`config.mk`:
```
export PLATFORM = sky130hd
export DESIGN_NAME = updown_counter_seg
export DESIGN_NICKNAME = d
export VERILOG_FILES = /design/src/rtl/updown_pkg.sv /design/src/rtl/tick_prescaler.sv /design/src/rtl/updown_counter_seg.sv
export SDC_FILE = /design/constraint.sdc
export NUM_CORES = 1
export LEC_CHECK = 0
export ABC_CLOCK_PERIOD_IN_PS = 3360
export BUFFER_PORTS_ARGS = -buffer_cell sky130_fd_sc_hd__buf_2
export CORE_MARGIN = 3
export CORE_UTILIZATION = 40
export DETAILED_ROUTE_END_ITERATION = 10
export GPL_ROUTABILITY_DRIVEN = 0
export GPL_TIMING_DRIVEN = 0
export SLEW_MARGIN = 20
export SYNTH_ARGS = -nofsm -noshare
export SYNTH_HDL_FRONTEND = slang
export SYNTH_HIERARCHICAL = 1
export SYNTH_SLANG_ARGS = --single-unit
```
`constraint.sdc`:
```
create_clock -name clk -period 3.36 [get_ports clk]
set_input_delay 0.504 -clock clk [delete_from_list [all_inputs] [get_ports clk]]
set_output_delay 0.504 -clock clk [all_outputs]
set_load 0.01 [all_outputs]
```
`src/rtl/updown_pkg.sv`:
```
// Shared constants for the up/down counter: segment glyphs and the hex decode table.
// All segment patterns are {g,f,e,d,c,b,a}, active-low.
package updown_pkg;

  typedef logic [6:0] seg_t;

  localparam seg_t SEG_GLYPH_U = 7'b1000001;
  localparam seg_t SEG_GLYPH_D = 7'b0100001;

  localparam seg_t SEG_HEX [16] = '{
    7'b1000000, 7'b1111001, 7'b0100100, 7'b0110000,
    7'b0011001, 7'b0010010, 7'b0000010, 7'b1111000,
    7'b0000000, 7'b0010000, 7'b0001000, 7'b0000011,
    7'b1000110, 7'b0100001, 7'b0000110, 7'b0001110
  };

endpackage

```
`src/rtl/tick_prescaler.sv`:
```
// Clock-enable divider: pulses tick on every PRESCALE-th enabled clock.
// The phase is frozen while en is low and restarts from zero on clr.
module tick_prescaler #(
  parameter int PRESCALE = 1
) (
  input  logic clk,
  input  logic rst,
  input  logic en,
  input  logic clr,
  output logic tick
);

  localparam int PW = (PRESCALE > 1) ? $clog2(PRESCALE) : 1;
  localparam logic [PW-1:0] LAST = PW'(PRESCALE - 1);

  logic [PW-1:0] pcnt;

  assign tick = en && (pcnt == LAST);

  always_ff @(posedge clk) begin
    if (rst || clr) begin
      pcnt <= '0;
    end else if (en) begin
      if (pcnt == LAST) begin
        pcnt <= '0;
      end else begin
        pcnt <= pcnt + 1'b1;
      end
    end
  end

endmodule

```
`src/rtl/updown_counter_seg.sv`:
```
// Up/down counter with prescaled stepping, clamped load, wrap/saturate boundaries,
// terminal-count pulse and active-low 7-segment outputs for direction and value.
module updown_counter_seg
  import updown_pkg::*;
#(
  parameter int WIDTH    = 4,
  parameter int MODULUS  = 16,
  parameter int PRESCALE = 1,
  parameter int SATURATE = 0
) (
  input  logic             clk,
  input  logic             rst,
  input  logic             en,
  input  logic             up,
  input  logic             load,
  input  logic [WIDTH-1:0] load_val,
  output logic [WIDTH-1:0] count,
  output logic             tc,
  output logic             dir_q,
  output logic [6:0]       seg_dir,
  output logic [6:0]       seg_val,
  output logic             dp
);

  localparam logic [WIDTH-1:0] MAX = WIDTH'(MODULUS - 1);

  logic             tick;
  logic [WIDTH-1:0] count_nxt;
  logic             tc_nxt;

  // Low nibble, zero-extended when the counter is narrower than a hex digit.
  function automatic seg_t seg_decode(input logic [WIDTH-1:0] v);
    logic [3:0] nib;
    nib = 4'(v);
    return SEG_HEX[nib];
  endfunction

  tick_prescaler #(
    .PRESCALE(PRESCALE)
  ) u_prescaler (
    .clk (clk),
    .rst (rst),
    .en  (en),
    .clr (load),
    .tick(tick)
  );

  // Load beats a step; the boundary cases raise tc whether they wrap or hold.
  always_comb begin
    count_nxt = count;
    tc_nxt    = 1'b0;
    if (load) begin
      count_nxt = (load_val > MAX) ? MAX : load_val;
    end else if (tick) begin
      if (up) begin
        if (count == MAX) begin
          tc_nxt    = 1'b1;
          count_nxt = (SATURATE != 0) ? MAX : '0;
        end else begin
          count_nxt = count + 1'b1;
        end
      end else begin
        if (count == '0) begin
          tc_nxt    = 1'b1;
          count_nxt = (SATURATE != 0) ? '0 : MAX;
        end else begin
          count_nxt = count - 1'b1;
        end
      end
    end
  end

  // Display digits are decoded from count_nxt so they land on the same edge as count.
  always_ff @(posedge clk) begin
    if (rst) begin
      count   <= '0;
      tc      <= 1'b0;
      dir_q   <= 1'b1;
      seg_val <= SEG_HEX[0];
      dp      <= 1'b1;
    end else begin
      count   <= count_nxt;
      tc      <= tc_nxt;
      dir_q   <= up;
      seg_val <= seg_decode(count_nxt);
      dp      <= (count_nxt == MAX) ? 1'b0 : 1'b1;
    end
  end

  assign seg_dir = dir_q ? SEG_GLYPH_U : SEG_GLYPH_D;

endmodule

```
### After elaboration in Yosys (flattened, before gate mapping)

Memories as Yosys holds them, arrays and structs flattened. A register that Yosys moved wholly into a read port is not among the register bits.
Index checks and enable logic that the tools add are counted.

| storage, ports and cells | value |
|---|---|
| bits in registers | 8 |
| bits in read-only memories | 112 |
| bits of input ports | 9 |
| output and inout port bits | 21 |
| logic and storage cells | 31 |
| memories kept | 1 |

Memories:

| name | depth | width | rd ports | clocked after memory_dff | write ports | line | RTL |
|---|---|---|---|---|---|---|---|
| (no name shown) | 16 | 7 | 1 | 1 | 0 | updown_counter_seg.sv:35 | `return SEG_HEX[nib];` |

| cells by class | value |
|---|---|
| add/subtract/negate cells | 3 |
| $lt $le $gt $ge | 1 |
| eq/ne operators | 2 |
| muxes and demuxes | 12 |
| bitwise logic cells | 3 |
| reductions and logical operators | 4 |

Operators by type and width:

| operator | count |
|---|---|
| two-way mux 4 bit | 6 |
| == test 4 bit (second input constant) | 2 |
| two-way mux 7 bit | 1 |
| two-way mux 1 bit | 5 |
| inverter 4 -> 5 bit | 1 |
| adder 4 x 1 -> 4 bit (second input constant) | 1 |
| > comparator 4 bit (second input constant) | 1 |
| zero test 4 bit | 1 |
| subtractor 4 x 1 -> 4 bit (second input constant) | 1 |
| OR reduction 3 bit | 1 |
| inverter 1 bit | 2 |
| adder 1 bit (second input constant) | 1 |
| logical AND 1 bit | 1 |
| logical OR 1 bit | 1 |

### Longest topological paths before layout

Gate-level depths: netlist of the first run.

| logic depth | value |
|---|---|
| depth after elaboration | 7 |
| depth in mapped cells | 10 |
| gate-level depth less buffers | 10 |

### Modules after synthesis

Netlist of the first run, hierarchy kept.

Modules (own cells, without submodules):

| module | instances | cells each | area each (µm²) | sequential area each (µm²) |
|---|---|---|---|---|
| updown_counter_seg | 1 | 109 | 962.2 | 280.3 |
| tick_prescaler | 1 | 1 | 7.5 | 0.0 |

### Worst setup path after synthesis of the first run

OpenSTA, ideal clock, no wires.

| path | value |
|---|---|
| path type | register -> register |
| start point | reg count[0] |
| end point | reg seg_val[3] |
| setup time | 0.128 ns |
| data arrival time | 2.322 ns |
| data required time | 3.232 ns |
| setup slack | 0.910 ns |
| stages on the path, launching flop included | 10 |
| buffers on the path | 0 |
| period minus slack after synthesis | 2.450 ns |
| cells stage by stage | dfxtp_1 inv_1 ha_1 xnor2_1 mux2i_1 o21ai_0 inv_1 ha_1 mux4_1 nor2b_1 |

| between the ends | value |
|---|---|
| longest elaborated chain between the ends | 6 |
| elaborated cells between the ends (all ways) | 10 |
| classes of those cells | 2 x add/sub; 1 x eq/ne; 5 x mux; 1 x bitwise; 1 x reduce/logical |

Ends and longest elaborated chain:

| element | line | RTL |
|---|---|---|
| start, declared | updown_counter_seg.sv:17 | `output logic [WIDTH-1:0] count,` |
| start signal, assigned | updown_counter_seg.sv:82 | `count <= count_nxt;` |
| subtractor 4 x 1 -> 4 bit, or another cell as far along | updown_counter_seg.sv:67 | `count_nxt = count - 1'b1;` |
| two-way mux 4 bit, on equally long branches | updown_counter_seg.sv:63, updown_counter_seg.sv:56 |  |
| two-way mux 4 bit | updown_counter_seg.sv:55 | `if (up) begin` |
| two-way mux 4 bit (*) | updown_counter_seg.sv:54 | `end else if (tick) begin` |
| two-way mux 4 bit (*) | updown_counter_seg.sv:52 | `if (load) begin` |
| inverter 4 -> 5 bit (implied by the code) (*) | updown_counter_seg.sv:35 |  |
| end, declared | updown_counter_seg.sv:21 | `output logic [6:0] seg_val,` |

Every way passes the cells marked *; elsewhere a longest branch is shown, timed or not.
A chain may end at the register's enable or synchronous reset.

### Final worst setup path of the first run

Ends and elaborated chain as after synthesis.

==> results of run 1 <==
## worst max-delay path: cells and delay by family, from the launching register on
kind | cells | cell delay (ns)
AO/OA/AOI/OAI | 1 | 0.46
XOR/XNOR | 1 | 0.16
adder cells (fa/ha/maj) | 2 | 0.59
buffers and inverters | 2 | 0.25
flip-flops | 1 | 0.40
multiplexers | 2 | 0.59
AND/OR/NAND/NOR | 1 | 0.14
## stage by stage
stage / total power (µW) / area, µm² / instances
after floorplan: 298.3 / 980.9 / 113
after global placement: 336.1 / 1121 / 162
after detailed placement: 338.6 / 1121 / 162
after CTS: 423.9 / 1144 / 165
after global routing: 450.2 / 1144 / 165
final: 419.3 / 1144 / 165
## registers in the layout, indices dropped and copies added, names as in the netlist
name / flops
count: 4
tc: 1
dp: 1
dir_q: 1
seg_val: 7
## cells by family after synthesis
| kind of cell | after synthesis | share of synthesized area, % |
|---|---|---|
| AO/OA/AOI/OAI | 19 | 13.81 |
| buffers and inverters | 21 | 14.06 |
| XOR/XNOR | 2 | 1.807 |
| AND/OR/NAND/NOR | 40 | 24.52 |
| multiplexers | 4 | 5.807 |
| flip-flops | 14 | 28.90 |
| other | 2 | 0.7745 |
| adder cells (fa/ha/maj) | 8 | 10.32 |
## cell usage in the layout, fill, tap and decap left out, types with 2 or more instances in the layout
cell type / n
buf_2: 21
dfxtp_1: 14
buf_4: 9
nor2_1: 8
ha_1: 8
inv_1: 7
nand3_1: 7
nand2_1: 6
conb_1: 5
o21ai_0: 4
a31oi_1: 4
buf_6: 3
mux2i_1: 3
clkbuf_4: 3
xnor2_1: 2
nand3b_1: 2
nand4_1: 2
o211ai_1: 2
nor4b_1: 2
o21ai_1: 2
or3_1: 2
nand4b_1: 2
## power by group through the flow
stage          logic, µW  clock network (µW)  registers, µW
3_3_place_gp         143                   0            193
2_1_floorplan       98.2                   0            200
3_5_place_dp         145                   0            193
4_1_cts              146                88.7            189
6_report             146                84.7            189
5_1_grt              162                96.6            191
## per-layer routing
metal / global-route usage [%] / vias to the layer above
li1: - / 436
met1: 18.36 / 379
met2: 21.28 / 24
met3: 1.168 / 2
met4: 6.250 / 0
met5: 0 / -
## worst max path at each step
| stage | start | endpoint | cells past startpoint |
|---|---|---|---|
| 6_report | count[0] | seg_val[3] | 9 |
| 5_1_grt | count[0] | seg_val[3] | 9 |
| 4_1_cts | count[0] | seg_val[3] | 9 |
| 3_3_place_gp | count[1] | seg_val[3] | 9 |
| 2_1_floorplan | count[0] | seg_val[3] | 9 |
| 3_5_place_dp | count[0] | seg_val[3] | 9 |
## layout make-up
type | instances | area share, %
buffer | 14 | 9.628
clock buffer | 3 | 1.969
inverter | 7 | 2.298
multi-input combinational | 78 | 49.34
sequential | 14 | 24.51
tap | 28 | 3.063
timing repair buffer | 21 | 9.190
==> flow_summary.ini, run 1 <==
[timing]
skew_ns = 0.005001
fmax_mhz = 369.6
finalHoldViolations = 0
setup_viol = 0
rsz0062_at_grt = no
min_period_ns = 2.706
setup_tns_ns = 0
whs_ns = 0.4823
tightest_slew_ns = 0.8492
fin_ws_ns = 0.6541
slew_violations = 0
period_share_pct = 80.53
max_slew_margin_pct = 43.00

[power]
netSwitchingPower_uw = 131.0
internal_power_uw = 288.3
sw_frac_of_total_pct = 31.25
seqPwrFrac_pct = 45.1
combPwrFrac_pct = 34.8
p_leak_uw = 0.0005375
p_clk_share_pct = 20.2
p_per_area_nw_per_um2 = 366.6
ir_drop_v = 0.0001734

[drt]
first_pass_iters = 4
dr_wl_met3_um = 103
drtIter0Drc = 15
vias_per_cell = 5.097
drc = 0
ant_nets = 0
routedWlPerCell_um = 11.85
dr_total_vias = 841
drt-met1-wl_um = 920
wirelength_um = 1955
highest_layer = met4
wl_met2_um = 908

[logic_synthesis]
ys_top_cells_by_count = 14 x dfxtp_1, 9 x buf_4, 8 x ha_1, 8 x nor2_1
yosysTopAreaCell = dfxtp_1
async_flop_share_pct = 0
ys.flop_type = dfxtp_1
yosys.area.top_type_share_pct = 28.90
avgSynthCellArea_um2 = 8.815
synth.most_common_cell = dfxtp_1
seq_area_frac_synth_pct = 28.90
yosysWarnings = 6
netlist_instances = 110
synth_area_leaders = dfxtp_1 29%, ha_1 10%, buf_4 7.0%
yosysUniqueCellTypes = 39
synth_edf_count = 0
synth.cell_area_um2 = 969.7
synth-seq-cells = 14

[floorplan]
dieHeight_um = 55.24
start_util_pct = 43.01
io_pins = 30
num_rows = 17
die_w_um = 55.24
design.die.area_um2 = 3051
coreArea_um2 = 2255

[critical_path]
crit_chain = inv_1 -> ha_1 -> xnor2_1 -> mux2i_1 -> o21ai_0 -> inv_1 -> ha_1 -> mux4_1 -> nor2b_1
reg2reg_slack_ns = 0.65
r2r_cells = 9
end_kind = register
worstReg2RegEnd = seg_val[3]
critPathKind = register to register
critical-path-max-stage-delay_ns = 0.48
cp_slowest_cell = mux4_1
crit_required_ns = 3.51
cp.arrival_ns = 2.85
r2r-start = count[0]
cp_max_fo = 5
critPathLaunchType = register

[cts]
cts_root_buffer = clkbuf_4
clkTransAtPathRegs_ns = 0.07
ctsResizeCount = 0
clk_path_buf_depth = 2
htreeDepth = 1
cts_buffers = 3
ctsHoldBuffers = 0
cts_sinks = 14
cts_tree = yes
postCtsSetupBuffers = 0
clkLatencyLatePin_ns = 0.26

[run_status]
status = completed

[hold_path]
hold_start = up
min_delay_path_depth = 2
holdPathEnd = dir_q
hold_class = input port to register

[placed_design]
place_hpwl_um = 1569
preCtsSetupSlack_ns = 0.6592
portBuffers = 21

[final_layout]
syn2layout_area_growth_pct = 17.94
fillers = 232
fin_nets = 156
seq_area_um2 = 280.3
post-route-util_pct = 50.72
antennaDiodeCount = 0
multi_input_area_um2 = 564.3
drive_above_1_share_pct = 31.39

[grt]
grt_pass1_vias = 765
antenna_found_initial = 0
grt_pass1_wl_um = 3436
grt.overflow.total = 0
grt_max_degree = 11
grt_util_all_layers_pct = 13.44

[job]
drv_cap = 0
Note: power is estimated with default switching activity, not from simulation.
==> run 2, diff against run 1 <==
--- a/config.mk
+++ b/config.mk
@@ -5,7 +5,8 @@
 export SDC_FILE = /design/constraint.sdc
 export NUM_CORES = 1
 export LEC_CHECK = 0
-export ABC_CLOCK_PERIOD_IN_PS = 3360
+export ABC_AREA = 1
+export ABC_CLOCK_PERIOD_IN_PS = 2600
 export BUFFER_PORTS_ARGS = -buffer_cell sky130_fd_sc_hd__buf_2
 export CORE_MARGIN = 3
 export CORE_UTILIZATION = 40
==> constraint.sdc (replaced) <==
create_clock -name clk -period 2.6 [get_ports clk]
set_input_delay 0.39 -clock clk [delete_from_list [all_inputs] [get_ports clk]]
set_output_delay 0.39 -clock clk [all_outputs]
set_load 0.01 [all_outputs]
==> run 2 against run 1 <==
Effect of this change: count of clock-buffer cells in the layout is 1 higher; clock power increased by 84%; sequential power increased by 30%; combinational power grew 39%; utilization grew 2.1 points; setup slack worse by 0.28 ns.
==> flow_summary.ini, run 2 <==
[floorplan]
num_rows = 17
io_pins = 30
die_w_um = 57.05
design.die.area_um2 = 3254
start_util_pct = 44.55
coreArea_um2 = 2340
dieHeight_um = 57.05

[logic_synthesis]
synth-seq-cells = 14
async_flop_share_pct = 0
yosysUniqueCellTypes = 26
yosysWarnings = 6
ys_top_cells_by_count = 36 x nand2_1, 19 x nor2_1, 17 x inv_1
avgSynthCellArea_um2 = 6.948
synth_area_leaders = dfxtp_1 27%, nand2_1 13%, ha_1 9.6%
synth.cell_area_um2 = 1042
yosysTopAreaCell = dfxtp_1
synth_edf_count = 0
netlist_instances = 150
yosys.area.top_type_share_pct = 26.89
seq_area_frac_synth_pct = 26.89
synth.most_common_cell = nand2_1
ys.flop_type = dfxtp_1

[drt]
first_pass_iters = 4
drc = 0
vias_per_cell = 4.700
dr_total_vias = 973
routedWlPerCell_um = 10.54
wirelength_um = 2181
drtIter0Drc = 29
ant_nets = 0

[power]
p_leak_uw = 0.0006988
p_per_area_nw_per_um2 = 490.1
ir_drop_v = 0.0003015

[cts]
ctsHoldBuffers = 0
clkTransAtPathRegs_ns = 0.09
ctsResizeCount = 0
postCtsSetupBuffers = 0
cts_sinks = 14
clkLatencyLatePin_ns = 0.28
cts_root_buffer = clkbuf_4
clk_path_buf_depth = 2
cts_buffers = 3
htreeDepth = 1
cts_tree = yes

[placed_design]
portBuffers = 22
preCtsSetupSlack_ns = 0.3562
place_hpwl_um = 1771
placed_area_um2 = 1199

[grt]
grt_max_degree = 10
antenna_found_initial = 0
grt_util_all_layers_pct = 15.03
grt_pass1_wl_um = 3974
grt.overflow.total = 0
grt_pass1_vias = 949

[timing]
skew_ns = 0.005850
min_period_ns = 2.229
fin_ws_ns = 0.3711
rsz0062_at_grt = no
finalHoldViolations = 0
setup_viol = 0
slew_violations = 0
fmax_mhz = 448.7
whs_ns = 0.3355
setup_tns_ns = 0
period_share_pct = 85.73

[critical_path]
crit_required_ns = 2.79
critPathBufInv = 3
r2r_cells = 13
end_kind = register
path_delay_family = simple AND/OR/NAND/NOR gates
critPathKind = register to register
cp_slowest_cell = dfxtp_1
cp_max_fo = 6
cp.depth = 13
crit_chain = inv_1 -> ha_1 -> xnor2_1 -> nor2_1 -> nor2_1 -> inv_1 -> ha_1 -> nand3_1 -> nand2_1 -> inv_1 -> nand2_1 -> nand2_1 -> nor2_1
cp.arrival_ns = 2.42
critPathLaunchType = register
critical-path-max-stage-delay_ns = 0.42

[hold_path]
hold_class = input port to register
min_delay_path_depth = 3

[final_layout]
drive_above_1_share_pct = 28.49
syn2layout_area_growth_pct = 18.49
largest_register = seg_val
design_area_um2 = 1235
antennaDiodeCount = 0
final_cell_mix = 36 x nand2_1, 22 x buf_2, 19 x nor2_1
post-route-util_pct = 52.78
largest_reg_flops = 7
reg_top3 = seg_val: 7 flops, count: 4 flops
final_common_cell = nand2_1
fin_nets = 197

[job]
drv_cap = 0

[run_status]
status = completed
## run 2: per-stage QoR
stage / cells / power (µW)
final: 207 / 605.3
after global routing: 207 / 653.8
after global placement: 203 / 452.8
after CTS: 207 / 620.6
after floorplan: 153 / 400.1
after detailed placement: 203 / 455.3
## run 2: routing by layer
layer | GRT usage [%] | share of wire [%]
met5 | 0 | 0
met4 | 5.298 | 1.8
met3 | 4.299 | 7.1
met2 | 24.47 | 46
met1 | 18.91 | 45
## run 2: worst reg2reg max path, stage by stage, from the launching register on
cell and delay [ns]:
dfxtp_1 0.42, inv_1 0.11, ha_1 0.31, xnor2_1 0.16, nor2_1 0.07, nor2_1 0.32
inv_1 0.13, ha_1 0.23, nand3_1 0.15, nand2_1 0.07, inv_1 0.05, nand2_1 0.04
nand2_1 0.05, nor2_1 0.04
## run 2: final timing paths
kind	start	to	slack (ns)
worst max register to register	count[0]	seg_val[0]	0.37
worst min register to register	count[2]	tc	0.76
worst max-delay path	count[0]	seg_val[0]	0.37
worst min-delay path	up	dir_q	0.34
## run 2: final cells by class
type,count,area (µm²)
fillers,258,1105
multi-input cells,111,631.9
plain buffers,8,63.81
inverters,20,77.57
flip-flops and latches,14,280.3
clock buffers,4,36.28
well taps,28,35.03
repair buffers,22,110.1
## run 2: cells by family (layout without fill, tap and decap cells)
family | count (synthesis) | after routing | share of synthesized area [%]
xor+xnor | 1 | 1 | 0.8405
simple gates | 87 | 87 | 43.22
flops | 14 | 14 | 26.89
compound gates | 10 | 10 | 5.163
buf+inv | 28 | 54 | 13.57
other cells | 2 | 5 | 0.7206
fa+ha+maj | 8 | 8 | 9.604
## run 2: power by group
| part | internal [µW] | total, µW | switching, µW |
|---|---|---|---|
| combinational | 78.1 | 203 | 125 |
| clock | 85.3 | 156 | 71.2 |
| sequential | 233 | 245 | 11.9 |
